## config.mk

```make
export PLATFORM = sky130hd
export DESIGN_NAME = hilo_unit_flat
export DESIGN_NICKNAME = d
export VERILOG_FILES = /design/src/rtl/hilo_unit_if.sv /design/src/rtl/hilo_unit.sv /design/src/flat_wrapper.sv
export SDC_FILE = /design/constraint.sdc
export NUM_CORES = 1
export LEC_CHECK = 0
export CAP_MARGIN = 20
export CORE_ASPECT_RATIO = 0.9
export CORE_UTILIZATION = 45
export DETAILED_ROUTE_END_ITERATION = 6
export PLACE_DENSITY = 0.72
export SETUP_SLACK_MARGIN = 0.5
export SLEW_MARGIN = 10
export SYNTH_ARGS = -nofsm -noshare
export SYNTH_HDL_FRONTEND = slang
export SYNTH_SLANG_ARGS = --single-unit
```

## constraint.sdc

```tcl
create_clock -name clk -period 20.3 [get_ports clk]
set_input_delay 4.06 -clock clk [delete_from_list [all_inputs] [get_ports clk]]
set_output_delay 4.06 -clock clk [all_outputs]
set_load 0.02 [all_outputs]
```

## src/rtl/hilo_unit_if.sv

```systemverilog
// hilo_unit_if: request/response bundle between the EX stage and hilo_unit.
//   master (EX side)  : drives start, mdOp, regaData, regbData,
//                       whi/wHiData, wlo/wLoData; receives rHiData, rLoData,
//                       busy, done, divZero.
//   slave  (hilo_unit): the mirror image.
interface hilo_unit_if #(
  parameter int WIDTH = 32
);
  logic             start;
  logic [1:0]       mdOp;
  logic [WIDTH-1:0] regaData;
  logic [WIDTH-1:0] regbData;
  logic             whi;
  logic [WIDTH-1:0] wHiData;
  logic             wlo;
  logic [WIDTH-1:0] wLoData;
  logic [WIDTH-1:0] rHiData;
  logic [WIDTH-1:0] rLoData;
  logic             busy;
  logic             done;
  logic             divZero;

  modport master (
    output start, mdOp, regaData, regbData, whi, wHiData, wlo, wLoData,
    input  rHiData, rLoData, busy, done, divZero
  );

  modport slave (
    input  start, mdOp, regaData, regbData, whi, wHiData, wlo, wLoData,
    output rHiData, rLoData, busy, done, divZero
  );
endinterface

```

## src/rtl/hilo_unit.sv

```systemverilog
// hilo_unit: HI/LO register pair with an iterative multiply/divide engine.
//   clk  : rising-edge clock
//   rst  : asynchronous active-high reset
//   bus  : hilo_unit_if.slave
//          start/mdOp/regaData/regbData  - mult, multu, div, divu request
//          whi/wHiData, wlo/wLoData      - direct HI/LO writes (mthi/mtlo)
//          rHiData/rLoData               - HI/LO read data, bypassing
//                                          same-cycle direct writes
//          busy                          - operation in flight (stall)
//          done/divZero                  - one-cycle completion pulses
// One iteration per cycle for WIDTH cycles, then a FINISH cycle that applies
// the sign fix-up and writes HI/LO.
module hilo_unit #(
  parameter int WIDTH = 32
) (
  input  logic        clk,
  input  logic        rst,
  hilo_unit_if.slave  bus
);
  localparam int CW = $clog2(WIDTH);

  typedef enum logic [1:0] {IDLE, CALC, FINISH} state_t;

  state_t             state_reg;
  logic [CW-1:0]      count_reg;
  logic               is_div_reg;
  logic               neg_q_reg;   // negate product / quotient
  logic               neg_r_reg;   // negate remainder
  logic               dz_reg;      // current op is a divide by zero
  logic [2*WIDTH-1:0] mcand_reg;   // multiplicand, shifted left each step
  logic [WIDTH-1:0]   mplier_reg;  // multiplier (shifted right) or divisor
  logic [2*WIDTH-1:0] acc_reg;     // product, or {remainder, quotient}
  logic [WIDTH-1:0]   hi_reg;
  logic [WIDTH-1:0]   lo_reg;
  logic               busy_reg;
  logic               done_reg;
  logic               divz_reg;

  // Operand magnitudes: signed ops (mdOp[0]=0) work on |A|, |B|.
  logic             signed_op;
  logic             a_neg;
  logic             b_neg;
  logic [WIDTH-1:0] a_mag;
  logic [WIDTH-1:0] b_mag;

  assign signed_op = ~bus.mdOp[0];
  assign a_neg     = signed_op & bus.regaData[WIDTH-1];
  assign b_neg     = signed_op & bus.regbData[WIDTH-1];
  assign a_mag     = a_neg ? (~bus.regaData + 1'b1) : bus.regaData;
  assign b_mag     = b_neg ? (~bus.regbData + 1'b1) : bus.regbData;

  // Restoring divide step: shift {rem, quo} left one bit and try to
  // subtract the divisor from the widened partial remainder.
  logic [WIDTH:0] rem_shift;
  logic [WIDTH:0] rem_diff;

  assign rem_shift = {acc_reg[2*WIDTH-1:WIDTH], acc_reg[WIDTH-1]};
  assign rem_diff  = rem_shift - {1'b0, mplier_reg};

  // Sign fix-up applied in FINISH.
  logic [2*WIDTH-1:0] prod_fix;
  logic [WIDTH-1:0]   quo_fix;
  logic [WIDTH-1:0]   rem_fix;

  assign prod_fix = neg_q_reg ? (~acc_reg + 1'b1) : acc_reg;
  assign quo_fix  = neg_q_reg ? (~acc_reg[WIDTH-1:0] + 1'b1) : acc_reg[WIDTH-1:0];
  assign rem_fix  = neg_r_reg ? (~acc_reg[2*WIDTH-1:WIDTH] + 1'b1)
                              : acc_reg[2*WIDTH-1:WIDTH];

  always_ff @(posedge clk or posedge rst) begin
    if (rst) begin
      state_reg  <= IDLE;
      count_reg  <= '0;
      is_div_reg <= 1'b0;
      neg_q_reg  <= 1'b0;
      neg_r_reg  <= 1'b0;
      dz_reg     <= 1'b0;
      mcand_reg  <= '0;
      mplier_reg <= '0;
      acc_reg    <= '0;
      hi_reg     <= '0;
      lo_reg     <= '0;
      busy_reg   <= 1'b0;
      done_reg   <= 1'b0;
      divz_reg   <= 1'b0;
    end else begin
      done_reg <= 1'b0;
      divz_reg <= 1'b0;

      // Direct writes first so a FINISH write at the same edge overrides them.
      if (bus.whi) hi_reg <= bus.wHiData;
      if (bus.wlo) lo_reg <= bus.wLoData;

      case (state_reg)
        IDLE: begin
          if (bus.start) begin
            is_div_reg <= bus.mdOp[1];
            count_reg  <= '0;
            busy_reg   <= 1'b1;
            mplier_reg <= b_mag;
            neg_q_reg  <= a_neg ^ b_neg;
            neg_r_reg  <= a_neg;
            if (bus.mdOp[1]) begin
              mcand_reg <= '0;
              if (bus.regbData == '0) begin
                // Preload the divide-by-zero result; no sign fix applies.
                dz_reg    <= 1'b1;
                neg_q_reg <= 1'b0;
                neg_r_reg <= 1'b0;
                acc_reg   <= {bus.regaData, {WIDTH{1'b1}}};
                state_reg <= FINISH;
              end else begin
                dz_reg    <= 1'b0;
                acc_reg   <= {{WIDTH{1'b0}}, a_mag};  // remainder 0, dividend
                state_reg <= CALC;
              end
            end else begin
              dz_reg    <= 1'b0;
              mcand_reg <= {{WIDTH{1'b0}}, a_mag};
              acc_reg   <= '0;
              state_reg <= CALC;
            end
          end
        end

        CALC: begin
          if (is_div_reg) begin
            if (!rem_diff[WIDTH])
              acc_reg <= {rem_diff[WIDTH-1:0], acc_reg[WIDTH-2:0], 1'b1};
            else
              acc_reg <= {rem_shift[WIDTH-1:0], acc_reg[WIDTH-2:0], 1'b0};
          end else begin
            if (mplier_reg[0]) acc_reg <= acc_reg + mcand_reg;
            mcand_reg  <= mcand_reg << 1;
            mplier_reg <= mplier_reg >> 1;
          end
          count_reg <= count_reg + 1'b1;
          if (count_reg == CW'(WIDTH - 1)) state_reg <= FINISH;
        end

        FINISH: begin
          if (is_div_reg) begin
            lo_reg <= quo_fix;
            hi_reg <= rem_fix;
          end else begin
            hi_reg <= prod_fix[2*WIDTH-1:WIDTH];
            lo_reg <= prod_fix[WIDTH-1:0];
          end
          done_reg  <= 1'b1;
          divz_reg  <= dz_reg;
          dz_reg    <= 1'b0;
          busy_reg  <= 1'b0;
          count_reg <= '0;
          state_reg <= IDLE;
        end

        default: state_reg <= IDLE;
      endcase
    end
  end

  assign bus.rHiData = bus.whi ? bus.wHiData : hi_reg;
  assign bus.rLoData = bus.wlo ? bus.wLoData : lo_reg;
  assign bus.busy    = busy_reg;
  assign bus.done    = done_reg;
  assign bus.divZero = divz_reg;
endmodule
```

## src/flat_wrapper.sv

```systemverilog
// flat-port wrapper written by rule: the top's interface ports become plain ports
module hilo_unit_flat 
#(
  parameter int WIDTH = 32
)
  (clk, rst, bus_start, bus_mdOp, bus_regaData, bus_regbData, bus_whi, bus_wHiData, bus_wlo, bus_wLoData, bus_rHiData, bus_rLoData, bus_busy, bus_done, bus_divZero);
  hilo_unit_if #(.WIDTH(WIDTH)) bus_i ();
  input  logic clk;
  input  logic rst;
  input wire logic [$bits(bus_i.start)-1:0] bus_start;
  input wire logic [$bits(bus_i.mdOp)-1:0] bus_mdOp;
  input wire logic [$bits(bus_i.regaData)-1:0] bus_regaData;
  input wire logic [$bits(bus_i.regbData)-1:0] bus_regbData;
  input wire logic [$bits(bus_i.whi)-1:0] bus_whi;
  input wire logic [$bits(bus_i.wHiData)-1:0] bus_wHiData;
  input wire logic [$bits(bus_i.wlo)-1:0] bus_wlo;
  input wire logic [$bits(bus_i.wLoData)-1:0] bus_wLoData;
  output wire logic [$bits(bus_i.rHiData)-1:0] bus_rHiData;
  output wire logic [$bits(bus_i.rLoData)-1:0] bus_rLoData;
  output wire logic [$bits(bus_i.busy)-1:0] bus_busy;
  output wire logic [$bits(bus_i.done)-1:0] bus_done;
  output wire logic [$bits(bus_i.divZero)-1:0] bus_divZero;
  assign bus_i.start = bus_start;
  assign bus_i.mdOp = bus_mdOp;
  assign bus_i.regaData = bus_regaData;
  assign bus_i.regbData = bus_regbData;
  assign bus_i.whi = bus_whi;
  assign bus_i.wHiData = bus_wHiData;
  assign bus_i.wlo = bus_wlo;
  assign bus_i.wLoData = bus_wLoData;
  assign bus_rHiData = bus_i.rHiData;
  assign bus_rLoData = bus_i.rLoData;
  assign bus_busy = bus_i.busy;
  assign bus_done = bus_i.done;
  assign bus_divZero = bus_i.divZero;
  hilo_unit #(.WIDTH(WIDTH)) u_core (.clk(clk), .rst(rst), .bus(bus_i));
endmodule
```

After elaboration in Yosys (flattened, before gate mapping) --
Cells that the tools add are included.
Storage, ports and cells: register bits 238, input port bits 135, output and inout port bits 67, logic and storage cells 93
Cells by class: $add $sub $neg 8, equality and inequality tests 7, mux-type cells 44, bitwise gates (word level) 9, reductions and logical operators 11
Operator list (count):
- $mux 64 | 9
- $mux 32 | 13
- $pmux 64 s2 | 2
- $add 32x1->32 const B | 4
- $not 32->32 | 4
- $add 64x1->64 const B | 1
- $add 64x64->64 | 1
- $not 64->64 | 1
- $pmux 32 s2 | 1
- $sub 33x32->33 | 1
- $logic_not 32->1 | 1
- $pmux 5 s3 | 1
- $mux 1 | 10
- $mux 2 | 4
- $reduce_and 2->1 | 4
- $reduce_and 3->1 | 2
- $add 5x1->5 const B | 1
- $eq 5x5->1 const B | 1
- $mux 5 | 1
- $ne 2x2->1 const B | 2
- $pmux 1 s2 | 2
- $pmux 2 s2 | 1
- $reduce_bool 2->1 | 2
- $ne 3x1->1 const B | 1
- other kinds (8) | 9

Depth between registers and ports, before layout --
Gate-level depths: netlist of the first run.
depth after elaboration 7, depth in mapped cells 14, depth with buffers taken out 13

Worst setup path after synthesis of the first run --
OpenSTA, ideal clock, no wires.
path type input -> output, from input port bus_whi, to output port bus_rHiData[10], arrival time 5.010 ns, required time 16.240 ns, path slack 11.230 ns, cell stages on the path 3, buffers on the path 2, path through clkbuf_1 buf_1 mux2_2
Between the ends: word-level cells in the longest chain between the ends 1
RTL lines:
- start: declaration | RTL line flat_wrapper.sv:14 | input wire logic [$bits(bus_i.whi)-1:0] bus_whi;
- $mux 32
- end: declaration | RTL line flat_wrapper.sv:18 | output wire logic [$bits(bus_i.rHiData)-1:0] bus_rHiData;
No other way between the ends.

Worst setup path in the final report of the first run --
from input port bus_wlo, to output port bus_rLoData[14]
Between the ends: word-level cells in the longest chain between the ends 1
RTL lines:
- start: declaration | RTL line flat_wrapper.sv:16 | input wire logic [$bits(bus_i.wlo)-1:0] bus_wlo;
- $mux 32
- end: declaration | RTL line flat_wrapper.sv:19 | output wire logic [$bits(bus_i.rLoData)-1:0] bus_rLoData;
No other way between the ends.

==> results.cfg, run 1 <==
[status]
outcome = complete, but fails checks
violations = design-rule violations

[worst_setup_path]
critPathLaunchType = primary input
r2r_start = u_core.acc_reg[31]$_DFFE_PP0P_
end_kind = output pin
path_max_fanout = 32
crit_path_start = bus_wlo
cp_data_required_time_ns = 16.24
ff2ff_setup_slack_ns = 14.60
crit_end = bus_rLoData[14]
crit_type = primary input to output pin
reg2reg_depth = 14
arrival_ns = 5.85
worstReg2RegEnd = u_core.acc_reg[0]$_DFFE_PP0P_

[sta]
slew_viol_final = 0
setup_tns_ns = 0
holdWs_ns = 0.4833
finalWorstPathRequiredPeriod_ns = 9.913
finalHoldViolCount = 0
slew_headroom_pct = 27.71
fin_skew_ns = 0.01896
setup_viol = 0
fin_crit_sh_pct = 48.83
fmax_mhz = 100.9
rsz0062_at_grt = no
tightest_slew_ns = 1.084

[floorplan]
fp.dieH_um = 201.0
ioPinCount = 202
rows = 72
die-area_sq_um = 44860
coreArea_sq_um = 43150
die_w_um = 223.1
start_util_pct = 45.90

[yosys]
synth-async-reset-ratio_pct = 100.0
syn_avg_cell_area_sq_um = 7.980
synth_edf_count = 0
synth_cell_type_count = 78
synth-main-ff-cell = dfrtp_1
synth.net_count = 2720
syn_area_sq_um = 19810
synth-seq-area-share_pct = 30.07
synthCells = 2482
ys_ff_latch = 238
yosys_warnings = 0

[drt]
drtAntennaViolNets = 0
drc = 1
routed_wl_um = 70060
detail_route.wl_per_cell_um = 22.15
dr.pass1.iters = 7
vias_per_cell = 6.292
drt_iter0_drc = 2133
vias = 19900

[place]
io_buffers = 201
placed_cell_area_sq_um = 22220
dp_hpwl_um = 52520
globalplace.congestion = 0.9586

[finish]
final_core_util_pct = 53.86
layout_common_cells = nor2_1, a21oi_1, dfrtp_1, nand2_1, clkdlybuf4s50_1
drive_above_1_share_pct = 7.365
final_common_cell = nor2_1
finalInstanceArea_sq_um = 23240
fin_nets = 2824
area_growth_pct = 17.35

[job]
maxCapViolCount = 0

[power_and_ir_drop]
p_sw_w = 0.002327
comb_power_share_pct = 66.9
p_leak_nw = 9.638
pwr-share-clk_pct = 12.4
worst_ir_drop_vdd_mv = 0.1013
power_density_nw_per_um2 = 194.9
internal-power_w = 0.002202
p_sw_share_pct = 51.37
seq_power_share_pct = 20.6

[cts]
ctsResizeCount = 0
ctsHoldBuffers = 0
cts_setup_buffers = 0
clk_pin_slew_ns = 0.07
cts_buffers = 27
clk_latency_ns = 0.58
cts_tree = yes
cts_buffer_depth = 3
clock-sinks = 238
cts_root_buf = clkbuf_16
htreeDepth = 1

[grt]
grt_pass1_vias = 18790
grt_max_degree = 125
overflow = 0
grt_antenna_before_repair = 0
grt_usage_pct = 30.44
grt_first_pass_wirelength_um = 107900

[min_path]
hold_path_class = register to register
worstHoldStart = u_core.dz_reg$_DFFE_PP0P_
synthesized netlist by cell type, drive strengths merged, types with 6 or more instances:
library cell / number / share of area (%)
a2111oi: 6 / 0.27
a211oi: 17 / 0.64
a21o: 52 / 2.0
a21oi: 256 / 6.5
a221oi: 50 / 2.2
a22o: 32 / 1.4
a31oi: 35 / 1.1
and2: 11 / 0.35
and3: 32 / 1.0
buf: 19 / 0.42
clkbuf: 142 / 2.7
dfrtp: 238 / 30
ha: 101 / 6.4
inv: 74 / 1.4
mux2: 77 / 4.4
mux2i: 21 / 1.1
nand2: 215 / 4.1
nand2b: 22 / 0.69
nand3: 43 / 1.1
nand4: 21 / 0.66
nor2: 286 / 5.4
nor2b: 14 / 0.44
nor3: 59 / 1.5
nor4: 18 / 0.57
nor4b: 7 / 0.31
o211ai: 43 / 1.6
o21a: 16 / 0.61
o21ai: 198 / 5.0
o21bai: 19 / 0.72
o31ai: 25 / 0.95
o41ai: 18 / 0.80
or2: 7 / 0.22
or3: 25 / 0.89
or4: 13 / 0.53
xnor2: 106 / 4.7
xor2: 84 / 3.7
worst min path at each step:
stage	cells after the start	end	slack [ns]
4_1_cts	1	u_core.bus.divZero$_DFF_PP0_	0.49
6_report	1	u_core.bus.divZero$_DFF_PP0_	0.48
5_1_grt	1	u_core.bus.divZero$_DFF_PP0_	0.51
3_3_place_gp	1	u_core.bus.divZero$_DFF_PP0_	0.47
3_5_place_dp	1	u_core.bus.divZero$_DFF_PP0_	0.47
2_1_floorplan	1	u_core.bus.divZero$_DFF_PP0_	0.45
critical path: stages:
cell and delay [ns]:
clkdlybuf4s50_1 0.45, buf_4 0.37, mux2_2 0.40, clkdlybuf4s50_1 0.57
stage by stage:
step           worst slack [ns]  total power (W)  std cells
2_1_floorplan             9.709         0.003040       2482
3_3_place_gp              10.41         0.003823       3112
3_5_place_dp              10.39         0.003882       3112
4_1_cts                   10.39         0.004462       3162
5_1_grt                   10.33         0.004851       3162
6_report                  10.39         0.004529       3163
cell type report:
class,instances,area [sq um]
Timing Repair Buffer,236,2275
Sequential cell,238,5957
Inverter,74,286.5
Multi-Input combinational cell,2009,13010
Fill cell,4065,19910
Tap cell,555,694.4
Clock buffer,36,779.5
Antenna cell,1,2.502
Clock inverter,14,239.0
cells by family after synthesis:
kind of cell | synth area share, %
AO/OA/AOI/OAI | 26.53
AND/OR/NAND/NOR | 18.43
flip-flops | 30.07
buffers and inverters | 4.511
XOR/XNOR | 8.440
adder cells (fa/ha/maj) | 6.583
multiplexers | 5.439
per-layer routing:
layer	global-route usage, %	share of wire, %	routed length, um
met1	43.44	44	31120
met2	45.18	42	29540
met3	6.440	9.8	6889
met4	10.84	3.6	2510
met5	0	0	0
power by group through the flow:
stage          registers [W]  logic [W]  clock network, W
2_1_floorplan       0.000810    0.00223                 0
3_3_place_gp        0.000918    0.00290                 0
3_5_place_dp        0.000922    0.00296                 0
4_1_cts             0.000915    0.00297          0.000572
5_1_grt             0.000943    0.00332          0.000590
6_report            0.000934    0.00303          0.000564
Note: power is estimated with default switching activity, not from simulation.
==> run 2: changes to the inputs <==
--- a/config.mk
+++ b/config.mk
@@ -9,7 +9,7 @@
 export CORE_ASPECT_RATIO = 0.9
 export CORE_UTILIZATION = 45
 export DETAILED_ROUTE_END_ITERATION = 6
-export PLACE_DENSITY = 0.72
+export PLACE_DENSITY = 0.74
 export SETUP_SLACK_MARGIN = 0.5
 export SLEW_MARGIN = 10
 export SYNTH_ARGS = -nofsm -noshare
==> constraint.sdc (replaced) <==
create_clock -name clk -period 8.7 [get_ports clk]
set_input_delay 1.74 -clock clk [delete_from_list [all_inputs] [get_ports clk]]
set_output_delay 1.74 -clock clk [all_outputs]
set_load 0.02 [all_outputs]
==> results.cfg, run 2 (synthesis gave the netlist of run 1 again) <==
[drt]
drc = 0
drtAntennaViolNets = 0
vias = 19960
drt_iter0_drc = 2191
vias_per_cell = 6.311
dr.pass1.iters = 5
detail_route.wl_per_cell_um = 22.53
routed_wl_um = 71240

[finish]
drive_above_1_share_pct = 7.252
final_common_cell = nor2_1
final_core_util_pct = 53.76
area_growth_pct = 17.13
fin_nets = 2823
finalInstanceArea_sq_um = 23200
layout_common_cells = nor2_1, a21oi_1, dfrtp_1, nand2_1, clkdlybuf4s50_1

[cts]
htreeDepth = 1
cts_setup_buffers = 0
ctsHoldBuffers = 0
clk_pin_slew_ns = 0.06
ctsResizeCount = 0
cts_tree = yes
clock-sinks = 238
cts_root_buf = clkbuf_16
cts_buffer_depth = 3
clk_latency_ns = 0.59
cts_buffers = 28

[floorplan]
die-area_sq_um = 44860
start_util_pct = 45.90
ioPinCount = 202
coreArea_sq_um = 43150
die_w_um = 223.1
fp.dieH_um = 201.0
rows = 72

[power_and_ir_drop]
seq_power_share_pct = 21.2
comb_power_share_pct = 67.1
power_density_nw_per_um2 = 452.3
p_total_w = 0.01049
internal-power_w = 0.005032
pwr-share-clk_pct = 11.7
p_sw_share_pct = 52.04
p_sw_w = 0.005460
worst_ir_drop_vdd_mv = 0.2578
p_leak_nw = 9.592

[worst_setup_path]
cp_data_required_time_ns = 6.96
ff2ff_setup_slack_ns = 3.65
path_max_fanout = 32
worstReg2RegEnd = u_core.acc_reg[53]$_DFFE_PP0P_
crit_type = primary input to output pin
crit_path_start = bus_wlo
end_kind = output pin
critPathLaunchType = primary input
reg2reg_depth = 14
crit_end = bus_rLoData[14]
arrival_ns = 3.55
r2r_start = u_core.acc_reg[31]$_DFFE_PP0P_

[sta]
setup_viol = 0
rsz0062_at_grt = no
slew_headroom_pct = 26.88
finalHoldViolCount = 0
fmax_mhz = 189.1
finalWorstPathRequiredPeriod_ns = 5.287
holdWs_ns = 0.5060
setup_tns_ns = 0
fin_crit_sh_pct = 60.77
fin_skew_ns = 0.02359
slew_viol_final = 0
tightest_slew_ns = 1.097

[grt]
grt_pass1_vias = 19290
grt_usage_pct = 31.22
overflow = 0
use_met1_pct = 43.65
use_met2_pct = 46.91
grt_first_pass_wirelength_um = 110500
use_met3_pct = 6.967
grt_antenna_before_repair = 1
top_usage_layer = met2
grt_max_degree = 170

[place]
placed_cell_area_sq_um = 22230
dp_hpwl_um = 53290
io_buffers = 201
globalplace.congestion = 0.9756

[job]
maxCapViolCount = 0

[status]
outcome = finished clean

[min_path]
hold_path_class = register to register
[run 2: cell count changes in the layout (fill, tap and decap cells not counted), sizes merged]
cell,before,now
bufinv,6,2
clkinvlp,0,4
buf,35,33
clkbuf,36,38
inv,74,73
[run 2: layout make-up]
type,count,area (sq um)
fillers,3967,19950
clock buffers,38,798.3
inverters,74,282.8
clock inverters,13,155.1
multi-input cells,2009,13010
flip-flops and latches,238,5957
repair buffers,234,2300
diodes,1,2.502
well taps,555,694.4
[run 2: power by group through the flow]
stage | clock (W) | combinational (W) | sequential, W
final | 0.00122 | 0.00704 | 0.00223
after global routing | 0.00128 | 0.00773 | 0.00225
after CTS | 0.00124 | 0.00692 | 0.00218
after detailed placement | 0 | 0.00688 | 0.00220
after global placement | 0 | 0.00678 | 0.00218
after floorplan | 0 | 0.00520 | 0.00189
[run 2: metal layers]
metal,vias to the layer above,wire length (um),share of wire (%)
met5,-,0,0
met4,0,2578,3.6
met3,166,6945,9.7
met2,992,30370,43
met1,9528,31350,44
li1,9269,-,-
[run 2: worst max-delay path: stages]
cell             delay, ns
clkdlybuf4s50_1       0.45
buf_4                 0.37
mux2_2                0.40
clkdlybuf4s50_1       0.57
[run 2: how the worst min path moves through the flow]
stage	startpoint	endpoint	slack [ns]	cells past startpoint
5_1_grt	u_core.mcand_reg[48]$_DFFE_PP0P_	u_core.mcand_reg[48]$_DFFE_PP0P_	0.55	1
4_1_cts	u_core.bus.busy$_DFFE_PP0P_	u_core.bus.busy$_DFFE_PP0P_	0.52	2
2_1_floorplan	u_core.dz_reg$_DFFE_PP0P_	u_core.bus.divZero$_DFF_PP0_	0.45	1
3_3_place_gp	u_core.bus.busy$_DFFE_PP0P_	u_core.bus.busy$_DFFE_PP0P_	0.48	2
6_report	u_core.bus.busy$_DFFE_PP0P_	u_core.bus.busy$_DFFE_PP0P_	0.51	2
3_5_place_dp	u_core.bus.busy$_DFFE_PP0P_	u_core.bus.busy$_DFFE_PP0P_	0.50	2
[run 2: stage by stage]
stage | instances | setup slack [ns]
2_1_floorplan | 2482 | 3.840
3_3_place_gp | 3108 | 3.278
3_5_place_dp | 3109 | 3.160
4_1_cts | 3160 | 3.414
5_1_grt | 3161 | 3.361
6_report | 3162 | 3.413
==> variant 1, RTL diff (settings of run 2) <==
Encoding of `state_t`: now one-hot (3 bits for 3 states).
--- a/src/rtl/hilo_unit.sv
+++ b/src/rtl/hilo_unit.sv
@@ -19,7 +19,7 @@
 );
   localparam int CW = $clog2(WIDTH);
 
-  typedef enum logic [1:0] {IDLE, CALC, FINISH} state_t;
+  typedef enum logic [2:0] {IDLE = 3'b001, CALC = 3'b010, FINISH = 3'b100} state_t;
 
   state_t             state_reg;
   logic [CW-1:0]      count_reg;
Behaviour: no difference found for any inputs over 4 cycles, from zero or initial values and one cycle with rst high; so few cycles prove little.
==> variant 1 against run 2 <==
Worst hold slack got worse by 0.025 ns; wire length rose by 0.57%; design area rose by 0.39%; maximum frequency fell by 2.9%; synthesized area rose by 0.49%; combinational power fell by 30%; total power fell by 21%; sequential share of layout area barely moved; setup slack got worse by 0.16 ns; via count rose by 1.0%; non-clock buffer count fell by 7; sequential cell count rose by 1; synthesized cell count rose by 3.3%; critical path type is now input pin to flop; largest cell class unchanged.
==> variant 1: results (changes against run 2) <==
| Metric | Value |
|---|---|
| Status | completed (unchanged) |
| Final WL | 71.6 mm (was 71.2 mm) |
| Detailed placement HPWL | 54.1 mm (was 53.3 mm) |
| Peak VDD IR | 0.218 mV (was 0.258 mV) |
| Distinct cell type count after synthesis | 81 (was 78) |
| WHS Endpoint | u_core.mplier_reg[28]$_DFFE_PP0P_ (was u_core.bus.busy$_DFFE_PP0P_) |
| First-pass DRT Iterations | 6 (was 5) |
| Top delay family on crit path | simple AND/OR/NAND/NOR gates (was buffers and inverters) |
| Crit path to | u_core.acc_reg[62]$_DFFE_PP0P_ (was bus_rLoData[14]) |
| CP max stage delay | 0.92 ns (was 0.57 ns) |
| Mean Syn Cell Area | 7.76 µm² (was 7.98 µm²) |
| Post-Layout Cell Count | 3,279 (was 3,162) |
| Setup Skew | 0.0413 ns (was 0.0236 ns) |
| CP max-delay cell | nor2_2 (was clkdlybuf4s50_1) |
| Min Hold Slack | 0.481 ns (was 0.506 ns) |
| Share of cells above drive strength 1 | 6.52% (was 7.25%) |
| DP Cell Count | 3,226 (was 3,109) |
| Initial antenna violation count | 0 (was 1) |
| Synth top area cells | dfrtp_1 30%, a21oi_1 6.9%, nand2_1 6.5% (was dfrtp_1 30%, a21oi_1 6.5%, ha_1 6.4%) |
| Synth top cells by count | 342 x nand2_1, 275 x a21oi_1, 254 x o21ai_0 (was 286 x nor2_1, 256 x a21oi_1, 238 x dfrtp_1) |
| Post-Syn Nets | 2,801 (was 2,720) |
| Routability cong. | 0.990 (was 0.976) |
| Rel. slew slack | 28.2% (was 26.9%) |
| Lkg Pwr | 9.98 nW (was 9.59 nW) |
| Worst hold start | u_core.mplier_reg[28]$_DFFE_PP0P_ (was u_core.bus.busy$_DFFE_PP0P_) |
| Nets | 2,904 (was 2,823) |
| Arr. time, crit path | 5.90 ns (was 3.55 ns) |
| First-pass GRT wire length | 110 mm (was 111 mm) |
| CP max FO | 27 (was 32) |
| Fillcell total | 4,093 (was 3,967) |
## variant 1: changes by cell type after synthesis, sizes merged, moves of 15 or more
cell / run 2 / this run
a22o: 32 / 1
o211ai: 43 / 18
nand3: 43 / 81
a22oi: 5 / 32
and3: 32 / 17
o21ai: 198 / 256
a221oi: 50 / 10
nand2: 215 / 342
a21oi: 256 / 275
nor3: 59 / 35
nor2: 286 / 232
## variant 1: final cells by class
type                    instances  area [µm²]  share of cell area [%]
clock inverters                13         188                   0.806
repair buffers                227        2230                    9.59
inverters                      69         265                    1.14
clock buffers                  37         764                    3.28
flip-flops and latches        239        5980                    25.7
multi-input cells            2101       13100                    56.3
well taps                     592         741                    3.18
diodes                          1        2.50                  0.0107
## variant 1: metrics by stage
stage / power, mW / utilization (%) / setup slack, ns / area (µm²)
2_1_floorplan: 5.38 / - / 3.83 / 19900
3_3_place_gp: 6.82 / 51.5 / 2.77 / 22300
3_5_place_dp: 6.90 / 51.5 / 2.72 / 22300
4_1_cts: 8.16 / 53.7 / 3.32 / 23300
5_1_grt: 8.85 / 53.7 / 3.00 / 23300
6_report: 8.28 / 53.7 / 3.25 / 23300
## variant 1: power by group
part           internal [mW]  switching (mW)  leakage, nW
Clock                  0.736           0.501        0.457
Combinational           1.84            3.08         6.51
Sequential              1.43           0.690         3.01
## variant 1: kinds of logic after synthesis
group / after synthesis / share of synthesized area [%]
xor+xnor: 195 / 8.58
flops: 239 / 30.1
mux: 79 / 4.39
compound gates: 849 / 25.9
simple gates: 875 / 20.3
fa+ha+maj: 103 / 6.55
buf+inv: 223 / 4.27
## variant 1: layer usage
metal,vias up,wire [µm],track usage (%),part of all wire [%]
li1,9456,-,-,-
met5,-,0,0,0
met1,9576,32500,45.6,45
met4,0,2630,10.1,3.7
met3,171,6550,5.74,9.1
met2,960,30000,46.0,42
==> variant 2, RTL diff (config.mk and constraints of run 2) <==
Without the edit above. `WIDTH` is set to 32 in 3 places; all go to 16.
--- a/src/rtl/hilo_unit_if.sv
+++ b/src/rtl/hilo_unit_if.sv
@@ -4,7 +4,7 @@
 //                       busy, done, divZero.
 //   slave  (hilo_unit): the mirror image.
 interface hilo_unit_if #(
-  parameter int WIDTH = 32
+  parameter int WIDTH = 16
 );
   logic             start;
   logic [1:0]       mdOp;
--- a/src/rtl/hilo_unit.sv
+++ b/src/rtl/hilo_unit.sv
@@ -11,7 +11,7 @@
 // One iteration per cycle for WIDTH cycles, then a FINISH cycle that applies
 // the sign fix-up and writes HI/LO.
 module hilo_unit #(
-  parameter int WIDTH = 32
+  parameter int WIDTH = 16
 ) (
   input  logic        clk,
   input  logic        rst,
--- a/src/flat_wrapper.sv
+++ b/src/flat_wrapper.sv
@@ -1,7 +1,7 @@
 // flat-port wrapper written by rule: the top's interface ports become plain ports
 module hilo_unit_flat 
 #(
-  parameter int WIDTH = 32
+  parameter int WIDTH = 16
 )
   (clk, rst, bus_start, bus_mdOp, bus_regaData, bus_regbData, bus_whi, bus_wHiData, bus_wlo, bus_wLoData, bus_rHiData, bus_rLoData, bus_busy, bus_done, bus_divZero);
   hilo_unit_if #(.WIDTH(WIDTH)) bus_i ();
Ports: changed (6 resized); port bits go from 202 to 106. The function was not compared with the original's and may differ.
==> variant 2 against run 2 <==
Synthesized area down 50%; design area down 50%; count of clock-buffer cells in the layout down 19; via count shrank 52%; total power decreased by 54%; maximum frequency shrank 1.3%; clock power is 38% lower; sequential cell count is 113 lower; wire length decreased by 59%; setup slack got worse by 0.072 ns; sequential power decreased by 49%; first-iteration DRC count is 63% lower; highest routed layer unchanged.
==> variant 2: results (changes against run 2) <==
| Metric | Value |
|---|---|
| Switch share | 47.9% (was 52.0%) |
| IO Port Bufs | 105 (was 201) |
| Total vias in the final route | 9,548 (was 20,000) |
| Initial antenna violation count | 0 (was 1) |
| Fillcell total | 2,004 (was 3,967) |
| Status | completed (unchanged) |
| Reg2reg start | u_core.acc_reg[15]$_DFFE_PP0P_ (was u_core.acc_reg[31]$_DFFE_PP0P_) |
| Post-Syn Nets | 1,336 (was 2,720) |
| R2r setup slk | 4.94 ns (was 3.65 ns) |
| Distinct cell type count after synthesis | 77 (was 78) |
| CP max FO | 16 (was 32) |
| Lkg Pwr | 4.90 nW (was 9.59 nW) |
| Worst-Margin Slew | 1.09 ns (was 1.10 ns) |
| Routability cong. | 0.947 (was 0.976) |
| H-Tree Depth | 4 (was 1) |
| Starting DRC count in detailed routing | 811 (was 2,191) |
| Nets | 1,397 (was 2,823) |
| Global-route track usage on met1 | 34.9% (was 43.6%) |
| CTS max path bufs | 2 (was 3) |
| Count of state elements after synthesis | 125 (was 238) |
| Share of cells above drive strength 1 | 7.70% (was 7.25%) |
| Synth top cells by count | 135 x nor2_1, 125 x dfrtp_1, 108 x nand2_1 (was 286 x nor2_1, 256 x a21oi_1, 238 x dfrtp_1) |
| DP Cell Count | 1,543 (was 3,109) |
| Antenna diode count | 0 (was 1) |
| Min Hold Slack | 0.487 ns (was 0.506 ns) |
| First-pass GRT wire length | 46.1 mm (was 111 mm) |
| Post-Layout Cell Count | 1,576 (was 3,162) |
| Vias in the first global route | 8,972 (was 19,300) |
| Largest net degree at the start of global routing | 74 (was 170) |
| WL per Instance | 18.4 µm (was 22.5 µm) |
[variant 2: final timing paths]
kind | to | cells after the start
max | bus_rLoData[13] | 3
min | u_core.bus.busy$_DFFE_PP0P_ | 2
max reg2reg | u_core.acc_reg[27]$_DFFE_PP0P_ | 12
min reg2reg | u_core.bus.busy$_DFFE_PP0P_ | 2
max in group asynchronous | u_core.count_reg[2]$_DFFE_PP0P_ | 3
min in group asynchronous | u_core.hi_reg[12]$_DFF_PP0_ | 2
[variant 2: critical path, stage by stage]
cell             delay [ns]
clkdlybuf4s50_1        0.91
mux2_2                 0.42
clkdlybuf4s50_1        0.55
[variant 2: area by class of cell]
| cell class | instances | area, µm² | share of cell area, % |
|---|---|---|---|
| Clock inverter | 13 | 189 | 1.61 |
| Clock buffer | 19 | 433 | 3.70 |
| Multi-Input combinational cell | 967 | 6300 | 53.8 |
| Sequential cell | 125 | 3130 | 26.7 |
| Tap cell | 291 | 364 | 3.11 |
| Timing Repair Buffer | 114 | 1120 | 9.55 |
| Inverter | 47 | 179 | 1.53 |
[variant 2: stage by stage]
step                      total power [mW]  setup slack [ns]
after floorplan                       3.30              3.63
after global placement                3.92              3.34
after detailed placement              3.99              3.31
after CTS                             4.78              3.31
after global routing                  5.20              3.25
final                                 4.84              3.34
[variant 2: kinds of logic after synthesis]
family          Yosys count  share of synthesized area [%]
flops                   125                           31.7
simple gates            379                           17.7
compound gates          409                           26.8
xor+xnor                 82                           7.27
mux                      43                           4.83
buf+inv                 119                           4.75
fa+ha+maj                54                           6.99
[variant 2: routing by layer]
metal,vias to the layer above,part of all wire [%]
met3,67,8.3
li1,4531,-
met4,0,3.7
met5,-,0
met1,4543,44
met2,407,44
[variant 2: power groups by stage]
stage	Sequential, mW	Clock, mW	Combinational, mW
4_1_cts	1.11	0.764	2.90
3_3_place_gp	1.12	0	2.81
5_1_grt	1.15	0.789	3.26
6_report	1.13	0.760	2.94
2_1_floorplan	0.971	0	2.33
3_5_place_dp	1.12	0	2.86
